--- src/rtl/fifo_rx_skid_pkg.sv ---
// -----------------------------------------------------------------------------
// fifo_rx_skid_pkg
// Shared types for the receive-side FIFO drain stage.
//   skid_state_e : occupancy of the 2-entry skid buffer (0, 1 or 2 words)
// -----------------------------------------------------------------------------
package fifo_rx_skid_pkg;

  typedef enum logic [1:0] {
    SKID_EMPTY = 2'd0,
    SKID_ONE   = 2'd1,
    SKID_TWO   = 2'd2
  } skid_state_e;

endpackage

--- src/rtl/fifo_rx_skid_beat_counter.sv ---
// -----------------------------------------------------------------------------
// beat_counter
// Free-running wrap-around counter of accepted output beats.
// Ports:
//   clk   : clock, all logic on posedge
//   rst   : synchronous active-high reset, clears the count
//   inc   : add one to the count this cycle
//   count : current count, wraps modulo 2^CNT_WIDTH
// -----------------------------------------------------------------------------
module beat_counter #(
  parameter int CNT_WIDTH = 16
) (
  input  logic                 clk,
  input  logic                 rst,
  input  logic                 inc,
  output logic [CNT_WIDTH-1:0] count
);

  logic [CNT_WIDTH-1:0] count_reg;

  always_ff @(posedge clk) begin
    if (rst) begin
      count_reg <= '0;
    end else if (inc) begin
      count_reg <= count_reg + CNT_WIDTH'(1);
    end
  end

  assign count = count_reg;

endmodule

--- src/rtl/fifo_rx_skid.sv ---
// -----------------------------------------------------------------------------
// fifo_rx_skid
// Drain stage directly behind the async FIFO read port, receive clock domain.
// Pops words from the FIFO's combinational read port and presents them on a
// registered valid/ready interface through a 2-entry skid buffer (head, tail).
// The pop strobe depends only on registered occupancy, flush and fifo_empty,
// so the consumer's m_ready never reaches the FIFO combinationally.
//
// Ports:
//   clk        : receive-domain clock
//   rst        : synchronous active-high reset, drops buffered words
//   fifo_empty : FIFO empty flag
//   fifo_data  : FIFO read data, valid while fifo_empty=0
//   fifo_pop   : pop strobe to the FIFO (combinational)
//   flush      : discard all buffered words at the next edge
//   m_valid    : output word valid (registered)
//   m_ready    : consumer ready
//   m_data     : output word (registered head entry)
//   xfer_cnt   : accepted-beat count, only when FIFO_RX_SKID_CNT_EN is defined
//
// Build option: define FIFO_RX_SKID_CNT_EN to compile in xfer_cnt and its
// CNT_WIDTH-bit counter; without it the port and counter are absent.
// -----------------------------------------------------------------------------
module fifo_rx_skid
  import fifo_rx_skid_pkg::*;
#(
  parameter int DATA_WIDTH = 32,
  parameter int CNT_WIDTH  = 16
) (
  input  logic                  clk,
  input  logic                  rst,
  input  logic                  fifo_empty,
  input  logic [DATA_WIDTH-1:0] fifo_data,
  output logic                  fifo_pop,
  input  logic                  flush,
  output logic                  m_valid,
  input  logic                  m_ready,
  output logic [DATA_WIDTH-1:0] m_data
`ifdef FIFO_RX_SKID_CNT_EN
  ,
  output logic [CNT_WIDTH-1:0]  xfer_cnt
`endif
);

  // Reject meaningless widths at elaboration in every build flavour.
  if (DATA_WIDTH < 1 || CNT_WIDTH < 1) begin : g_bad_width
    $error("fifo_rx_skid: DATA_WIDTH and CNT_WIDTH must be at least 1");
  end

  skid_state_e           state_reg, state_next;
  logic [DATA_WIDTH-1:0] head_reg, head_next;
  logic [DATA_WIDTH-1:0] tail_reg, tail_next;
  logic                  push;
  logic                  out;

  // Pop only when a slot is guaranteed free regardless of what the consumer
  // does this cycle; SKID_TWO is the only full state.
  assign fifo_pop = ~rst & ~flush & ~fifo_empty & (state_reg != SKID_TWO);
  assign push     = fifo_pop;
  assign m_valid  = (state_reg != SKID_EMPTY);
  assign m_data   = head_reg;
  assign out      = m_valid & m_ready;

  always_comb begin
    state_next = state_reg;
    head_next  = head_reg;
    tail_next  = tail_reg;
    if (flush) begin
      // Buffered words are discarded; push is already forced low here.
      state_next = SKID_EMPTY;
    end else begin
      case (state_reg)
        SKID_EMPTY: begin
          if (push) begin
            head_next  = fifo_data;
            state_next = SKID_ONE;
          end
        end
        SKID_ONE: begin
          if (push && out) begin
            head_next = fifo_data;
          end else if (push) begin
            tail_next  = fifo_data;
            state_next = SKID_TWO;
          end else if (out) begin
            state_next = SKID_EMPTY;
          end
        end
        SKID_TWO: begin
          if (out) begin
            head_next  = tail_reg;
            state_next = SKID_ONE;
          end
        end
        default: state_next = SKID_EMPTY;
      endcase
    end
  end

  always_ff @(posedge clk) begin
    if (rst) begin
      state_reg <= SKID_EMPTY;
      head_reg  <= '0;
      tail_reg  <= '0;
    end else begin
      state_reg <= state_next;
      head_reg  <= head_next;
      tail_reg  <= tail_next;
    end
  end

`ifdef FIFO_RX_SKID_CNT_EN
  // A beat accepted in a flush cycle still counts; flush does not clear it.
  beat_counter #(
    .CNT_WIDTH(CNT_WIDTH)
  ) u_beat_counter (
    .clk  (clk),
    .rst  (rst),
    .inc  (out),
    .count(xfer_cnt)
  );
`endif

endmodule
--- config.mk ---
export PLATFORM = sky130hd
export DESIGN_NAME = fifo_rx_skid
export DESIGN_NICKNAME = d
export VERILOG_FILES = /design/src/rtl/fifo_rx_skid_pkg.sv /design/src/rtl/fifo_rx_skid_beat_counter.sv /design/src/rtl/fifo_rx_skid.sv
export SDC_FILE = /design/constraint.sdc
export NUM_CORES = 1
export LEC_CHECK = 0
export ABC_CLOCK_PERIOD_IN_PS = 3400
export BUFFER_PORTS_ARGS = -buffer_cell sky130_fd_sc_hd__clkbuf_2
export CAP_MARGIN = 20
export CELL_PAD_IN_SITES_DETAIL_PLACEMENT = 1
export CELL_PAD_IN_SITES_GLOBAL_PLACEMENT = 2
export CORE_MARGIN = 8
export CORE_UTILIZATION = 34
export CTS_CLUSTER_DIAMETER = 100
export CTS_CLUSTER_SIZE = 40
export DETAILED_ROUTE_END_ITERATION = 6
export GPL_TIMING_DRIVEN = 0
export PLACE_DENSITY_LB_ADDON = 0.1
export SLEW_MARGIN = 30
export SYNTH_ARGS = -nofsm -noshare
export SYNTH_HDL_FRONTEND = slang
export SYNTH_SLANG_ARGS = --single-unit
--- constraint.sdc ---
create_clock -name clk -period 3.4 [get_ports clk]
set_input_delay 0.17 -clock clk [delete_from_list [all_inputs] [get_ports clk]]
set_output_delay 0.17 -clock clk [all_outputs]
set_load 0.01 [all_outputs]
==> results of run 1 <==
==> worst paths after layout <==
kind                                endpoint  slack, ns  depth (start not counted)
worst max register to register    m_data[14]       1.29                          6
worst min-delay path            tail_reg[31]       0.02                          2
worst max-delay path                fifo_pop       1.12                          6
worst min register to register    m_data[12]       0.46                          2
==> report_power, final <==
group | internal (uW) | total [uW] | switching [uW]
logic | 73.7 | 186 | 112
registers | 793 | 804 | 10.7
clock network | 411 | 749 | 338
total | 1280 | 1740 | 460
==> stage by stage <==
| step | instances | total power (uW) | hold WS (ns) | setup WS, ns | utilization |
|---|---|---|---|---|---|
| 3_5_place_dp | 531 | 1012 | 0.3893 | 1.307 | 0.3971 |
| 4_1_cts | 547 | 1761 | 0.01334 | 1.103 | 0.4212 |
| 5_1_grt | 547 | 1815 | 0.03336 | 0.9683 | 0.4212 |
| 2_1_floorplan | 351 | 925.3 | 0.2493 | 1.825 | - |
| 3_3_place_gp | 531 | 1010 | 0.3839 | 1.369 | 0.3971 |
| 6_report | 547 | 1739 | 0.02028 | 1.122 | 0.4212 |
==> routing by layer <==
layer	GRT usage	up-vias	part of all wire	routed length, um
li1	-	1425	-	-
met1	0.1940	1431	0.46	4562
met2	0.2651	51	0.49	4798
met3	0.03763	12	0.031	310
met4	0.06756	0	0.020	193
met5	0	-	0	0
==> Yosys cell counts <==
library cell | instances | share of area
nor4b_2 | 1 | 0.0048
o21a_1 | 1 | 0.0024
dfxtp_1 | 66 | 0.43
a21oi_1 | 35 | 0.057
or3b_2 | 25 | 0.071
inv_2 | 1 | 0.0012
nor3_1 | 2 | 0.0032
nor2_1 | 2 | 0.0024
buf_6 | 5 | 0.018
or2_2 | 2 | 0.0040
a31o_1 | 1 | 0.0028
nand2b_1 | 1 | 0.0020
buf_1 | 3 | 0.0036
or4b_1 | 1 | 0.0032
or4b_2 | 1 | 0.0032
nand3b_1 | 2 | 0.0048
nand2_1 | 33 | 0.040
o21ai_0 | 32 | 0.052
clkbuf_1 | 26 | 0.032
buf_2 | 5 | 0.0081
or2_1 | 1 | 0.0020
o211ai_1 | 32 | 0.078
or4_1 | 1 | 0.0024
mux2i_1 | 32 | 0.10
or3b_1 | 7 | 0.020
nand3_1 | 32 | 0.052
nor2b_1 | 1 | 0.0020
==> cell families (layout without fill, tap and decap cells) <==
group | after synthesis | after routing
simple gates | 112 | 112
compound gates | 101 | 101
flops | 66 | 66
buf+inv | 40 | 125
mux | 32 | 32
==> critical path: stages (launching register included) <==
cell and delay (ns):
dfxtp_1 0.43, clkbuf_1 0.40, nor2b_1 0.19, buf_2 0.21, buf_2 0.28, nor3_1 0.09, clkbuf_2 0.15
==> cell type report <==
class	count	area, um2
multi-input cells	245	1583
fillers	1108	5221
plain buffers	39	190.2
clock buffers	9	123.9
flip-flops and latches	66	1321
inverters	1	3.754
well taps	111	138.9
repair buffers	69	345.3
clock inverters	7	93.84
==> reports/metrics.cfg, run 1 <==
[synthesis]
seq_area_frac_synth = 0.4265
synth_mux_area_frac = 0.1034
synthXorXnorAreaFrac = 0
synth_top_family_by_area = simple AND/OR/NAND/NOR gates
syn_area_um2 = 3098
ys_warn_count = 0
synth-compound-area-share = 0.1910
syn-num-nets = 388
syn_inst = 351
synthDistinctLibCells = 27
synth_fa_ha_area_frac = 0
synth-simple-area-share = 0.2165
synth_area_per_cell_um2 = 8.826
synth_seq_cells = 66

[floorplanning]
die-area_um2 = 12420
core_area_um2 = 9021
fp.dieH_um = 111.5
start_util = 0.3434
io_pins = 71
die_w_um = 111.5
rows = 35

[clocking]
cts_tree = yes
cts-htree-levels = 3
root_buffer = clkbuf_8
cts_setup_buffers = 0
clk_pin_slew_ns = 0.07
ctsHoldBuffers = 0
cts_buffer_depth = 2
cts_buffers = 9
cts_resized = 0
cts.sinks = 66
clk_latency_ns = 0.35

[routing]
wl_per_cell_um = 18.03
drt_pre_antenna_iters = 4
route.vias.total = 2919
drcViolationCount = 0
ant_nets = 0
wirelength_um = 9864
vias_per_cell = 5.336
dr.first_iter.drc_count = 85

[timing]
tns_ns = 0
drv_slew = 0
setup_viol = 0
max_slew_margin = 0.6358
rsz0062_at_grt = no
finalHoldViolCount = 0
finClkSkew_ns = 0.008130
fin_crit_ns = 2.278
worst_slew_pin_slew_ns = 0.5462
fmax_ghz = 0.4389
fin_crit_sh = 0.6701

[global_routing]
antenna_found_initial = 0
grt_pass1_vias = 3182
grt_max_degree = 13
grtUsageTotal = 0.1602
grt_pass1_wl_um = 16300
globalRouteOverflowTotal = 0

[finish]
drive_gt1_frac = 0.2867
finalNetCount = 468
areaGrowthSynthToFinish_pct = 22.66
final_cell_mix = 69 x clkbuf_2, 66 x dfxtp_1, 35 x a21oi_1, 33 x nand2_1
final_common_cell = clkbuf_2
n_antenna_cell = 0
stdcell_area_um2 = 3800

[setup_path]
crit_type = reg2out
r2r-start = state_reg[1]
required_ns = 3.23
start_kind = flop
setup.worst_path.start = state_reg[1]
critPathCaptureType = output port
crit_fanout = 10
worstPathArrival_ns = 2.11

[worst_hold_path]
hp-class = in2reg
hold_start = rst

[pwr]
power_leakage_uw = 0.001537
vdd_drop_max_uv = 163.3
power.density_nw_per_um2 = 457.6

[status]
status = finished, final reports clean

[placement]
port-buffer-count = 69
dpl.hpwl_um = 6894
gp_congestion = 0.7350
placed_cell_area_um2 = 3582

[job]
cap_violations = 0

Note: power is estimated with default switching activity, not from simulation.
==> run 2, diff against run 1 <==
--- a/config.mk
+++ b/config.mk
@@ -5,13 +5,14 @@
 export SDC_FILE = /design/constraint.sdc
 export NUM_CORES = 1
 export LEC_CHECK = 0
-export ABC_CLOCK_PERIOD_IN_PS = 3400
+export ABC_AREA = 1
+export ABC_CLOCK_PERIOD_IN_PS = 2300
 export BUFFER_PORTS_ARGS = -buffer_cell sky130_fd_sc_hd__clkbuf_2
 export CAP_MARGIN = 20
 export CELL_PAD_IN_SITES_DETAIL_PLACEMENT = 1
 export CELL_PAD_IN_SITES_GLOBAL_PLACEMENT = 2
 export CORE_MARGIN = 8
-export CORE_UTILIZATION = 34
+export CORE_UTILIZATION = 28
 export CTS_CLUSTER_DIAMETER = 100
 export CTS_CLUSTER_SIZE = 40
 export DETAILED_ROUTE_END_ITERATION = 6
==> constraint.sdc (replaced) <==
create_clock -name clk -period 2.3 [get_ports clk]
set_input_delay 0.115 -clock clk [delete_from_list [all_inputs] [get_ports clk]]
set_output_delay 0.115 -clock clk [all_outputs]
set_load 0.01 [all_outputs]
==> run 2 against run 1 <==
  * Final cell count increased by 29%
  * Non-clock buffer count shrank 2
  * Sequential power increased by 48%
==> reports/metrics.cfg, run 2 <==
[synthesis]
syn-num-nets = 513
postSynth.asyncResetShare = 0
synth_ff_type = dfxtp_1
syn_inst = 476
ys_warn_count = 0
synth_top_cell_area_share = 0.4249
seq_area_frac_synth = 0.4249
synth-edff-count = 0
ys_top_cells_by_count = 131 x nand2_1, 97 x nor2_1, 66 x dfxtp_1, 36 x inv_1, 35 x a21oi_1
synth_seq_cells = 66
syn_area_um2 = 3109
synth.area.top_cells = dfxtp_1 42%, nand2_1 16%, nor2_1 12%
synthDistinctLibCells = 22
synth_area_per_cell_um2 = 6.532
yosys.area.top_type = dfxtp_1
synth.most_common_cell = nand2_1

[setup_path]
crit_type = reg2reg
critPathCaptureType = flop
r2r-start = state_reg[0]
crit_fanout = 10
start_kind = flop
cp_top_family = simple AND/OR/NAND/NOR gates
critPathSlowestCell = dfxtp_1
worstPathArrival_ns = 1.86
path_buf_inv = 1
worstPathCellList = nor2_4 > nand2_1 > nand2_2 > nor2_8 > buf_2 > nand3_1 > nand2_1 > nor2_1
reg2regPathDepth = 8
rrSetupSlack_ns = 0.67
r2r_end = m_data[21]
critPathMostFrequentCell = nand2_1
required_ns = 2.53
cp_slowest_stage_delay_ns = 0.44

[worst_hold_path]
hp-class = in2reg
hold_start = fifo_data[4]
min_to = tail_reg[4]
hold_depth = 3

[finish]
final_common_cell = nand2_1
n_antenna_cell = 0
areaGrowthSynthToFinish_pct = 25.07
final_cell_mix = 131 x nand2_1, 97 x nor2_1, 70 x clkbuf_2, 66 x dfxtp_1, 36 x inv_1
regArea_um2 = 1321
fillers = 1457
multi_input_area_um2 = 1463
finalNetCount = 599
drive_gt1_frac = 0.2138

[routing]
vias_per_cell = 4.426
top_layer_used = met4
drcViolationCount = 0
ant_nets = 0
dr_wl_met3_um = 389
drt_pre_antenna_iters = 4
route.vias.total = 3125
dr.first_iter.drc_count = 79
wirelength_um = 9564
wl_per_cell_um = 13.55
routed-wl-met2_um = 4334
wl_met1_um = 4686

[floorplanning]
core_area_um2 = 10840
io_pins = 71
rows = 38
start_util = 0.2868
die-area_um2 = 14730
fp.dieH_um = 121.4
die_w_um = 121.4

[clocking]
cts.sinks = 66
cts_buffers = 9
cts_buffer_depth = 2
root_buffer = clkbuf_8
cts_tree = yes
clk_latency_ns = 0.34
clk_pin_slew_ns = 0.07
cts-htree-levels = 3
cts_setup_buffers = 0

[timing]
rsz0062_at_grt = no
fmax_ghz = 0.6153
setup_viol = 0
tns_ns = 0
fin_crit_sh = 0.7066
finClkSkew_ns = 0.009473
max_slew_margin = 0.7119
fin_crit_ns = 1.625
finalHoldViolCount = 0
drv_slew = 0
worst_slew_pin_slew_ns = 0.4321

[pwr]
power_leakage_uw = 0.002041
vdd_drop_max_uv = 223.4
power.density_nw_per_um2 = 637.7
power.total_uw = 2480

[placement]
dpl.hpwl_um = 7201
gp_congestion = 0.7954
port-buffer-count = 70

[job]
cap_violations = 0

[global_routing]
grtUsageTotal = 0.1396
antenna_found_initial = 0
grt_pass1_wl_um = 16480
grt_max_degree = 11
grt_pass1_vias = 3379
globalRouteOverflowTotal = 0

[status]
status = finished, final reports clean

## run 2: cell types whose count changed after synthesis, sizes merged, moves of 12 or more
cell / before / now
nor2: 2 / 101
clkbuf: 26 / 6
nand2: 33 / 133
inv: 1 / 39
or3b: 32 / 0
o211ai: 32 / 0
buf: 13 / 25
mux2i: 32 / 0
## run 2: per-layer routing
layer | vias to the layer above | GRT usage
li1 | 1647 | -
met1 | 1415 | 0.1776
met2 | 53 | 0.2250
met3 | 10 | 0.02932
met4 | 0 | 0.05551
met5 | - | 0
## run 2: power by group
part	internal [uW]	leakage (uW)	switching, uW
Combinational	109	0.00140	158
Clock	583	0.000106	438
Sequential	1170	0.000535	16.9
Total	1870	0.00204	613
## run 2: how the worst max path moves through the flow
stage	cells past startpoint	startpoint	to
after floorplan	6	state_reg[0]	m_data[29]
after global placement	8	state_reg[0]	m_data[20]
after detailed placement	8	state_reg[0]	m_data[20]
after CTS	5	state_reg[1]	fifo_pop
after global routing	8	state_reg[0]	m_data[21]
final	8	state_reg[0]	m_data[21]
## run 2: layout make-up
cell class / count / area share
clock buffer: 13 / 0.04344
multi-input combinational: 339 / 0.3761
tap: 140 / 0.04505
inverter: 40 / 0.03861
buffer: 31 / 0.04505
clock inverter: 2 / 0.009009
sequential: 66 / 0.3398
timing repair buffer: 75 / 0.1030
## run 2: stage by stage
| step | util | hold slack [ns] | std cells | worst slack, ns | cell area [um2] |
|---|---|---|---|---|---|
| 2_1_floorplan | - | 0.2499 | 476 | 1.017 | 3109 |
| 3_3_place_gp | 0.3353 | 0.3560 | 686 | 0.6893 | 3635 |
| 3_5_place_dp | 0.3353 | 0.3646 | 686 | 0.6635 | 3635 |
| 4_1_cts | 0.3587 | 0.0001692 | 706 | 0.6404 | 3889 |
| 5_1_grt | 0.3587 | 0.008945 | 706 | 0.5004 | 3889 |
| 6_report | 0.3587 | 0.01988 | 706 | 0.6748 | 3889 |
## run 2: logic make-up after synthesis
family / after synthesis / synth area share
buffers and inverters: 71 / 0.1046
AO/OA/AOI/OAI: 69 / 0.1131
AND/OR/NAND/NOR: 270 / 0.3573
flip-flops: 66 / 0.4250
## run 2: worst register-to-register path, stage by stage, from the launching register on
cell	delay, ns
dfxtp_1	0.44
nor2_4	0.12
nand2_1	0.13
nand2_2	0.11
nor2_8	0.20
buf_2	0.27
nand3_1	0.14
nand2_1	0.09
nor2_1	0.04
## run 2: timing repair
action | CTS | global route
endpoints found under the hold margin | 5 | 0
resized for setup | 0 | 0
hold buffers | 5 | 0
